File: src/rtl/pipe_hazard_ctrl_if.sv
// rtl/pipe_hazard_ctrl_if.sv - hazard inputs and stage-register controls for pipe_hazard_ctrl
// master = pipeline datapath side, slave = the hazard sequencer.
interface pipe_hazard_ctrl_if;
    logic [4:0] id_rs1;
    logic [4:0] id_rs2;
    logic       id_uses_rs1;
    logic       id_uses_rs2;
    logic [4:0] ex_rd;
    logic       ex_mem_read;
    logic       ex_redirect;
    logic       mem_req;
    logic       dmem_ready;
    logic       stall_pc;
    logic       stall_if_id;
    logic       stall_id_ex;
    logic       stall_ex_mem;
    logic       flush_if_id;
    logic       flush_id_ex;
    logic       bubble_mem_wb;
    logic       mem_timeout_err;
    logic [1:0] ctrl_state;

    modport master (
        output id_rs1, id_rs2, id_uses_rs1, id_uses_rs2, ex_rd, ex_mem_read,
               ex_redirect, mem_req, dmem_ready,
        input  stall_pc, stall_if_id, stall_id_ex, stall_ex_mem, flush_if_id,
               flush_id_ex, bubble_mem_wb, mem_timeout_err, ctrl_state
    );

    modport slave (
        input  id_rs1, id_rs2, id_uses_rs1, id_uses_rs2, ex_rd, ex_mem_read,
               ex_redirect, mem_req, dmem_ready,
        output stall_pc, stall_if_id, stall_id_ex, stall_ex_mem, flush_if_id,
               flush_id_ex, bubble_mem_wb, mem_timeout_err, ctrl_state
    );
endinterface

File: src/rtl/pipe_hazard_ctrl.sv
// rtl/pipe_hazard_ctrl.sv - stall/flush sequencer for the 5-stage pipeline
// Optional performance counters are enabled with PIPE_HAZARD_PERF_EN.
module pipe_hazard_ctrl #(
    parameter int MEM_TIMEOUT = 15,
    parameter int CNT_W       = 32
) (
    input  logic                 clk,
    input  logic                 rst,
    pipe_hazard_ctrl_if.slave    hz
`ifdef PIPE_HAZARD_PERF_EN
    ,
    output logic [CNT_W-1:0]     stall_cycles,
    output logic [CNT_W-1:0]     flush_events
`endif
);

    typedef enum logic [1:0] {
        RUN      = 2'd0,
        MEM_WAIT = 2'd1,
        ERROR    = 2'd2
    } state_t;

    localparam logic [7:0] TIMEOUT_CNT = 8'(MEM_TIMEOUT);

    state_t     state_q, state_d;
    logic [7:0] wait_cnt_q, wait_cnt_d;
    logic       err_q, err_d;

    logic stall_pc_c, stall_if_id_c, stall_id_ex_c, stall_ex_mem_c;
    logic flush_if_id_c, flush_id_ex_c, bubble_c;
    logic load_use;

    assign load_use = hz.ex_mem_read && (hz.ex_rd != 5'd0) &&
                      ((hz.id_uses_rs1 && (hz.id_rs1 == hz.ex_rd)) ||
                       (hz.id_uses_rs2 && (hz.id_rs2 == hz.ex_rd)));

    always_ff @(posedge clk) begin
        if (rst) begin
            state_q    <= RUN;
            wait_cnt_q <= 8'd0;
            err_q      <= 1'b0;
        end else begin
            state_q    <= state_d;
            wait_cnt_q <= wait_cnt_d;
            err_q      <= err_d;
        end
    end

    always_comb begin
        state_d        = state_q;
        wait_cnt_d     = wait_cnt_q;
        err_d          = err_q;
        stall_pc_c     = 1'b0;
        stall_if_id_c  = 1'b0;
        stall_id_ex_c  = 1'b0;
        stall_ex_mem_c = 1'b0;
        flush_if_id_c  = 1'b0;
        flush_id_ex_c  = 1'b0;
        bubble_c       = 1'b0;

        case (state_q)
            RUN: begin
                if (hz.mem_req && !hz.dmem_ready) begin
                    stall_pc_c     = 1'b1;
                    stall_if_id_c  = 1'b1;
                    stall_id_ex_c  = 1'b1;
                    stall_ex_mem_c = 1'b1;
                    bubble_c       = 1'b1;
                    state_d        = MEM_WAIT;
                    wait_cnt_d     = 8'd1;
                end else if (hz.ex_redirect) begin
                    // ID holds a wrong-path instruction, so its load-use hazard is moot
                    flush_if_id_c = 1'b1;
                    flush_id_ex_c = 1'b1;
                end else if (load_use) begin
                    stall_pc_c    = 1'b1;
                    stall_if_id_c = 1'b1;
                    flush_id_ex_c = 1'b1;
                end
            end
            MEM_WAIT: begin
                if (!hz.dmem_ready) begin
                    stall_pc_c     = 1'b1;
                    stall_if_id_c  = 1'b1;
                    stall_id_ex_c  = 1'b1;
                    stall_ex_mem_c = 1'b1;
                    bubble_c       = 1'b1;
                    if (wait_cnt_q == TIMEOUT_CNT) begin
                        state_d = ERROR;
                        err_d   = 1'b1;
                    end else begin
                        wait_cnt_d = wait_cnt_q + 8'd1;
                    end
                end else begin
                    state_d    = RUN;
                    wait_cnt_d = 8'd0;
                end
            end
            ERROR: begin
                stall_pc_c     = 1'b1;
                stall_if_id_c  = 1'b1;
                stall_id_ex_c  = 1'b1;
                stall_ex_mem_c = 1'b1;
                bubble_c       = 1'b1;
            end
            default: begin
                state_d = RUN;
            end
        endcase

        // Reset wins over every control so nothing is held across the reset edge
        if (rst) begin
            stall_pc_c     = 1'b0;
            stall_if_id_c  = 1'b0;
            stall_id_ex_c  = 1'b0;
            stall_ex_mem_c = 1'b0;
            flush_if_id_c  = 1'b0;
            flush_id_ex_c  = 1'b0;
            bubble_c       = 1'b0;
        end
    end

    assign hz.stall_pc        = stall_pc_c;
    assign hz.stall_if_id     = stall_if_id_c;
    assign hz.stall_id_ex     = stall_id_ex_c;
    assign hz.stall_ex_mem    = stall_ex_mem_c;
    assign hz.flush_if_id     = flush_if_id_c;
    assign hz.flush_id_ex     = flush_id_ex_c;
    assign hz.bubble_mem_wb   = bubble_c;
    assign hz.mem_timeout_err = err_q && !rst;
    assign hz.ctrl_state      = rst ? 2'd0 : state_q;

`ifdef PIPE_HAZARD_PERF_EN
    always_ff @(posedge clk) begin
        if (rst) begin
            stall_cycles <= '0;
            flush_events <= '0;
        end else begin
            if (stall_pc_c && (stall_cycles != {CNT_W{1'b1}}))
                stall_cycles <= stall_cycles + CNT_W'(1);
            if ((flush_if_id_c || flush_id_ex_c) && (flush_events != {CNT_W{1'b1}}))
                flush_events <= flush_events + CNT_W'(1);
        end
    end
`endif

endmodule

File: src/flat_wrapper.sv
// flat-port wrapper written by rule: the top's interface ports become plain ports
module pipe_hazard_ctrl_flat 
#(
    parameter int MEM_TIMEOUT = 15,
    parameter int CNT_W       = 32
)
  (clk, rst, hz_id_rs1, hz_id_rs2, hz_id_uses_rs1, hz_id_uses_rs2, hz_ex_rd, hz_ex_mem_read, hz_ex_redirect, hz_mem_req, hz_dmem_ready, hz_stall_pc, hz_stall_if_id, hz_stall_id_ex, hz_stall_ex_mem, hz_flush_if_id, hz_flush_id_ex, hz_bubble_mem_wb, hz_mem_timeout_err, hz_ctrl_state);
  pipe_hazard_ctrl_if hz_i ();
  input  logic clk;
  input  logic rst;
  input wire logic [$bits(hz_i.id_rs1)-1:0] hz_id_rs1;
  input wire logic [$bits(hz_i.id_rs2)-1:0] hz_id_rs2;
  input wire logic [$bits(hz_i.id_uses_rs1)-1:0] hz_id_uses_rs1;
  input wire logic [$bits(hz_i.id_uses_rs2)-1:0] hz_id_uses_rs2;
  input wire logic [$bits(hz_i.ex_rd)-1:0] hz_ex_rd;
  input wire logic [$bits(hz_i.ex_mem_read)-1:0] hz_ex_mem_read;
  input wire logic [$bits(hz_i.ex_redirect)-1:0] hz_ex_redirect;
  input wire logic [$bits(hz_i.mem_req)-1:0] hz_mem_req;
  input wire logic [$bits(hz_i.dmem_ready)-1:0] hz_dmem_ready;
  output wire logic [$bits(hz_i.stall_pc)-1:0] hz_stall_pc;
  output wire logic [$bits(hz_i.stall_if_id)-1:0] hz_stall_if_id;
  output wire logic [$bits(hz_i.stall_id_ex)-1:0] hz_stall_id_ex;
  output wire logic [$bits(hz_i.stall_ex_mem)-1:0] hz_stall_ex_mem;
  output wire logic [$bits(hz_i.flush_if_id)-1:0] hz_flush_if_id;
  output wire logic [$bits(hz_i.flush_id_ex)-1:0] hz_flush_id_ex;
  output wire logic [$bits(hz_i.bubble_mem_wb)-1:0] hz_bubble_mem_wb;
  output wire logic [$bits(hz_i.mem_timeout_err)-1:0] hz_mem_timeout_err;
  output wire logic [$bits(hz_i.ctrl_state)-1:0] hz_ctrl_state;
  assign hz_i.id_rs1 = hz_id_rs1;
  assign hz_i.id_rs2 = hz_id_rs2;
  assign hz_i.id_uses_rs1 = hz_id_uses_rs1;
  assign hz_i.id_uses_rs2 = hz_id_uses_rs2;
  assign hz_i.ex_rd = hz_ex_rd;
  assign hz_i.ex_mem_read = hz_ex_mem_read;
  assign hz_i.ex_redirect = hz_ex_redirect;
  assign hz_i.mem_req = hz_mem_req;
  assign hz_i.dmem_ready = hz_dmem_ready;
  assign hz_stall_pc = hz_i.stall_pc;
  assign hz_stall_if_id = hz_i.stall_if_id;
  assign hz_stall_id_ex = hz_i.stall_id_ex;
  assign hz_stall_ex_mem = hz_i.stall_ex_mem;
  assign hz_flush_if_id = hz_i.flush_if_id;
  assign hz_flush_id_ex = hz_i.flush_id_ex;
  assign hz_bubble_mem_wb = hz_i.bubble_mem_wb;
  assign hz_mem_timeout_err = hz_i.mem_timeout_err;
  assign hz_ctrl_state = hz_i.ctrl_state;
  pipe_hazard_ctrl #(.MEM_TIMEOUT(MEM_TIMEOUT), .CNT_W(CNT_W)) u_core (.clk(clk), .rst(rst), .hz(hz_i));
endmodule
File: config.mk
export PLATFORM = sky130hd
export DESIGN_NAME = pipe_hazard_ctrl_flat
export DESIGN_NICKNAME = d
export VERILOG_FILES = /design/src/rtl/pipe_hazard_ctrl_if.sv /design/src/rtl/pipe_hazard_ctrl.sv /design/src/flat_wrapper.sv
export SDC_FILE = /design/constraint.sdc
export NUM_CORES = 1
export LEC_CHECK = 0
export ABC_CLOCK_PERIOD_IN_PS = 2050
export CAP_MARGIN = 30
export CORE_MARGIN = 2
export CORE_UTILIZATION = 40
export CTS_CLUSTER_DIAMETER = 120
export DETAILED_ROUTE_END_ITERATION = 16
export GPL_TIMING_DRIVEN = 0
export PLACE_DENSITY = 0.86
export SLEW_MARGIN = 40
export SYNTH_ARGS = -nofsm -noshare
export SYNTH_HDL_FRONTEND = slang
export SYNTH_SLANG_ARGS = --single-unit
File: constraint.sdc
create_clock -name clk -period 2.05 [get_ports clk]
set_input_delay 0.41 -clock clk [delete_from_list [all_inputs] [get_ports clk]]
set_output_delay 0.41 -clock clk [all_outputs]
set_load 0.01 [all_outputs]
Yosys cells after proc, flatten, opt, wreduce, memory -nomap -nowiden

Index checks and enable logic that the tools add are counted.
W data, S select, Z words.

Memory bits (read-only): 0
Register bits: 11
RAM bits: 0
Word-level logic and storage cells: 55
Memories: 0
Bits of input ports: 23
Output and inout port bits: 10
Latch bits: 0

Muxes and demuxes: 26
Shift operators: 0
Reductions and logical operators: 15
Bitwise gates (word level): 2
Equal/unequal tests: 8
$add $sub $neg: 1
Divide/modulo/power cells: 0
$lt $le $gt $ge: 0
$mul: 0

Operator list:

| kind                  | count |
|---|---|
| $mux W8               | 3 |
| $pmux W8 S2           | 1 |
| $mux W1               | 15 |
| $eq A5 B5 Y1          | 2 |
| $reduce_and A3 Y1     | 3 |
| $add A8 B1 Y8 const B | 1 |
| $eq A8 B4 Y1 const B  | 1 |
| $mux W2               | 4 |
| $logic_and A1 B1 Y1   | 6 |
| $pmux W1 S3           | 2 |
| $pmux W2 S3           | 1 |
| $reduce_bool A5 Y1    | 1 |
| $ne A3 B2 Y1 const B  | 1 |
| $ne A3 B3 Y1 const B  | 1 |
| $eq A2 B1 Y1 const B  | 1 |
| $eq A2 B2 Y1 const B  | 1 |
| $logic_not A1 Y1      | 2 |
| $logic_not A2 Y1      | 1 |
| $ne A2 B1 Y1 const B  | 1 |
| $not A1 Y1            | 2 |
| $reduce_bool A2 Y1    | 1 |
| $logic_or A1 B1 Y1    | 1 |

Longest topological paths before layout

Depth after elaboration: 9
Gate-level depth with buffers: 5
Mapped depth without buffers: 5

Worst setup path before layout

Ideal clock, no wire load.

Path type: input to output
From: input hz_ex_rd[0]
To: output hz_stall_pc
Path slack: 224 ps
Buffers on the path: 1
Arrival: 1416 ps
Required time: 1640 ps
Stages: 4
Path through: or4_1 -> o211ai_1 -> o22ai_1 -> buf_4

Longest elaborated chain between the ends: 9
Elaborated cells between the ends (all ways): 13
Those cells by class: 2 x eq/ne; 5 x mux; 6 x reduce/logical

Ends and longest elaborated chain:

| what                                   | RTL line                                       | text |
|---|---|---|
| start: declaration                     | flat_wrapper.sv:15                             | `input wire logic [$bits(hz_i.ex_rd)-1:0] hz_ex_rd;` |
| $eq A5 B5 Y1 (on tied branches)        | pipe_hazard_ctrl.sv:34, pipe_hazard_ctrl.sv:35 |  |
| $logic_and A1 B1 Y1 (on tied branches) | pipe_hazard_ctrl.sv:34, pipe_hazard_ctrl.sv:35 |  |
| $logic_or A1 B1 Y1                     | pipe_hazard_ctrl.sv:34                         | `((hz.id_uses_rs1 && (hz.id_rs1 == hz.ex_rd)) \|\|` |
| $logic_and A1 B1 Y1 *                  | pipe_hazard_ctrl.sv:33                         | `assign load_use = hz.ex_mem_read && (hz.ex_rd != 5'd0) &&` |
| $mux W1 * (3 in series)                | --                                             |  |
| $pmux W1 S3 *                          | --                                             |  |
| $mux W1 *                              | --                                             |  |
| end: declaration                       | flat_wrapper.sv:20                             | `output wire logic [$bits(hz_i.stall_pc)-1:0] hz_stall_pc;` |

Mark *: on every way between the ends. The rest lies on a longest branch, timed or not.

Worst setup path in the final report

From: input hz_ex_rd[2]
To: output hz_stall_pc

Longest elaborated chain between the ends: 9
Elaborated cells between the ends (all ways): 13
Those cells by class: 2 x eq/ne; 5 x mux; 6 x reduce/logical

Ends and longest elaborated chain:

| what                                   | RTL line                                       | text |
|---|---|---|
| $eq A5 B5 Y1 (on tied branches)        | pipe_hazard_ctrl.sv:34, pipe_hazard_ctrl.sv:35 |  |
| $logic_and A1 B1 Y1 (on tied branches) | pipe_hazard_ctrl.sv:34, pipe_hazard_ctrl.sv:35 |  |
| $logic_or A1 B1 Y1                     | pipe_hazard_ctrl.sv:34                         |  |
| $logic_and A1 B1 Y1 *                  | pipe_hazard_ctrl.sv:33                         |  |
| $mux W1 *                              | pipe_hazard_ctrl.sv:75                         | `end else if (load_use) begin` |
| $mux W1 *                              | pipe_hazard_ctrl.sv:71                         | `end else if (hz.ex_redirect) begin` |
| $mux W1 *                              | pipe_hazard_ctrl.sv:63                         | `if (hz.mem_req && !hz.dmem_ready) begin` |
| $pmux W1 S3 *                          | pipe_hazard_ctrl.sv:61                         | `case (state_q)` |
| $mux W1 *                              | pipe_hazard_ctrl.sv:112                        | `if (rst) begin` |

Marked as above.

==> flow_summary.yaml <==
setup_path:
  endpoint_kind: "output pin"
  critPathLaunch: "hz_ex_rd[2]"
  crit_fanout: 3
  crit_type: "input pin to output pin"
  crit_path_start_kind: "input pin"
  critPathArrivalTime_ns: 1.63
  rr_worst_depth: 5
  r2r-start: "u_core.wait_cnt_q[0]"
  worstPathRequired_ns: 1.64
min_path:
  hp-start: "u_core.err_q"
  worstHoldPathCells: 2
  min_path_type: "flop to flop"
detailed_routing:
  wl_um: 2140
  drc: 0
  ant_nets: 0
  dr.pass1.iters: 4
  routedWlPerCell_um: 13.4
  viasPerCell: 5.54
  dr_total_vias: 887
  drt_iter0_markers: 21
layout:
  diodes: 0
  num-nets-final: 158
  layout.cells.most_common: "dlygate4sd2_1"
  area_delta_synth_final_pct: 48.5
  drive_gt1_frac: 0.293
  fill_cells: 209
  multiInputGateArea_um2: 612
  final-seq-area_um2: 223
  layout_common_cells: "dlygate4sd2_1, dfxtp_1, xor2_1"
die:
  die_x_um: 49.5
  dieArea_um2: 2450
  io_pins: 33
  core_region_area_um2: 1960
  num_rows: 16
  initial_core_util: 0.422
  die_y_um: 49.5
logic_synthesis:
  syn_inst: 96
  syn_area_um2: 828
  synthArstFlopShare: 0
  synth.distinct_cells: 43
  synth_warnings: 0
  syn_avg_cell_area_um2: 8.63
  synthFlopType: "dfxtp_1"
  ys_ff_latch: 11
  syn-num-nets: 120
  synth_seq_area_share: 0.266
  synth_edf_count: 0
sta:
  rsz0062_at_grt: "yes"
  holdWs_ns: 0.474
  period_share: 0.997
  max_slew_margin: 0.646
  tightest_slew_ns: 0.527
  period_needed_ns: 2.04
  slew_violations: 0
  final.setup_skew_ns: 0.00383
  fmax_ghz: 0.489
  setup_ws_ns: 0.00674
  setup_viol: 0
  hold_viol_final: 0
place:
  portBuffers: 32
  place_ws_ns: -0.763
  place.gp.congestion: 0.788
  hpwlAfterDp_um: 1650
job:
  cap_violations: 0
global_route:
  grt_start_max_net_pins: 11
  grt_pass1_wl_um: 3640
  grt_overflow_total: 0
  grt_pass1_vias: 905
  grt_use_total: 0.194
  antenna_found_initial: 0
clock_tree:
  htree_levels: 1
  cts.hold.buffers_added: 0
  cts_root_buf: "clkbuf_4"
  cts_made_buffers: 3
  cts_tree: "built"
  clockBufferDepth: 2
  insertion_delay_ns: 0.28
  cts.sinks: 11
  clk_pin_slew_ns: 0.07
pwr:
  ir_drop_mv: 0.191
  p_per_area_nw_per_um2: 414
  p_leak_nw: 0.519
outcome:
  status: "completed"
-- per-layer routing --
metal	GRT usage	part of all wire	up-vias
li1	-	-	437
met1	0.202	0.40	412
met2	0.360	0.51	33
met3	0.0303	0.065	5
met4	0.120	0.022	0
met5	0	0	-
-- where the power goes --
part / leakage [nW] / switching, mW / internal (mW)
Clock: 0.0150 / 0.0807 / 0.0756
Combinational: 0.414 / 0.0627 / 0.0708
Sequential: 0.0899 / 0.00261 / 0.217
Total: 0.519 / 0.146 / 0.363
-- synthesized netlist by cell type (all sizes together) (4+ instances only) --
| cell | n | area, um^2 |
|---|---|---|
| dfxtp | 11 | 220 |
| xor2 | 9 | 78.8 |
| a21oi | 6 | 33.8 |
| nor2 | 6 | 22.5 |
| inv | 5 | 18.8 |
| or4 | 5 | 42.5 |
| buf | 4 | 33.8 |
| nor4 | 4 | 25.0 |
-- worst paths after layout --
check / endpoint / slack [ns]
min reg2reg: u_core.err_q / 0.47
min: u_core.err_q / 0.47
max reg2reg: u_core.wait_cnt_q[4] / 0.36
max: hz_stall_pc / 0.007
-- registers in the layout (all words and copies together) (netlist names) --
signal             count
u_core.err_q           1
u_core.state_q         2
u_core.wait_cnt_q      8
-- per-stage QoR --
step | setup TNS, ns | cell area, um^2 | total power, mW | util | cells
after detailed placement | -5.08 | 1180 | 0.360 | 0.603 | 155
after floorplan | 0 | 828 | 0.284 | - | 96
after global placement | -4.74 | 1180 | 0.356 | 0.603 | 155
final | 0 | 1230 | 0.509 | 0.627 | 160
after CTS | -0.115 | 1210 | 0.505 | 0.617 | 160
after global routing | -0.0388 | 1230 | 0.532 | 0.627 | 160
-- worst max-delay path: stages --
cell and delay [ns]:
clkbuf_2 0.12, or4_4 0.55, o211ai_1 0.21, o22ai_2 0.09
buf_4 0.14, buf_6 0.11
-- layout make-up --
| type | count | area share |
|---|---|---|
| Sequential cell | 11 | 0.181 |
| Buffer | 5 | 0.0336 |
| Clock buffer | 4 | 0.0214 |
| Tap cell | 27 | 0.0275 |
| Inverter | 5 | 0.0153 |
| Timing Repair Buffer | 33 | 0.224 |
| Multi-Input combinational cell | 75 | 0.497 |
-- what timing repair did --
| action | in CTS | in global routing |
|---|---|---|
| pin swaps | 9 | 11 |
| buffers inserted | 2 | 0 |
| gates resized for setup | 46 | 25 |
| setup endpoints to repair | 10 | 10 |
| hold endpoints to repair | 0 | 0 |
-- cells by family (layout without fill, tap and decap cells) --
logic type               after synthesis  after routing  share of synthesized area
multiplexers                           1              1                     0.0121
flip-flops                            11             11                      0.266
adder cells (fa/ha/maj)                1              1                     0.0151
buffers and inverters                 10             47                     0.0680
XOR/XNOR                              11             11                      0.116
AND/OR/NAND/NOR                       35             35                      0.290
AO/OA/AOI/OAI                         27             27                      0.233
Note: power is estimated with default switching activity, not from simulation.
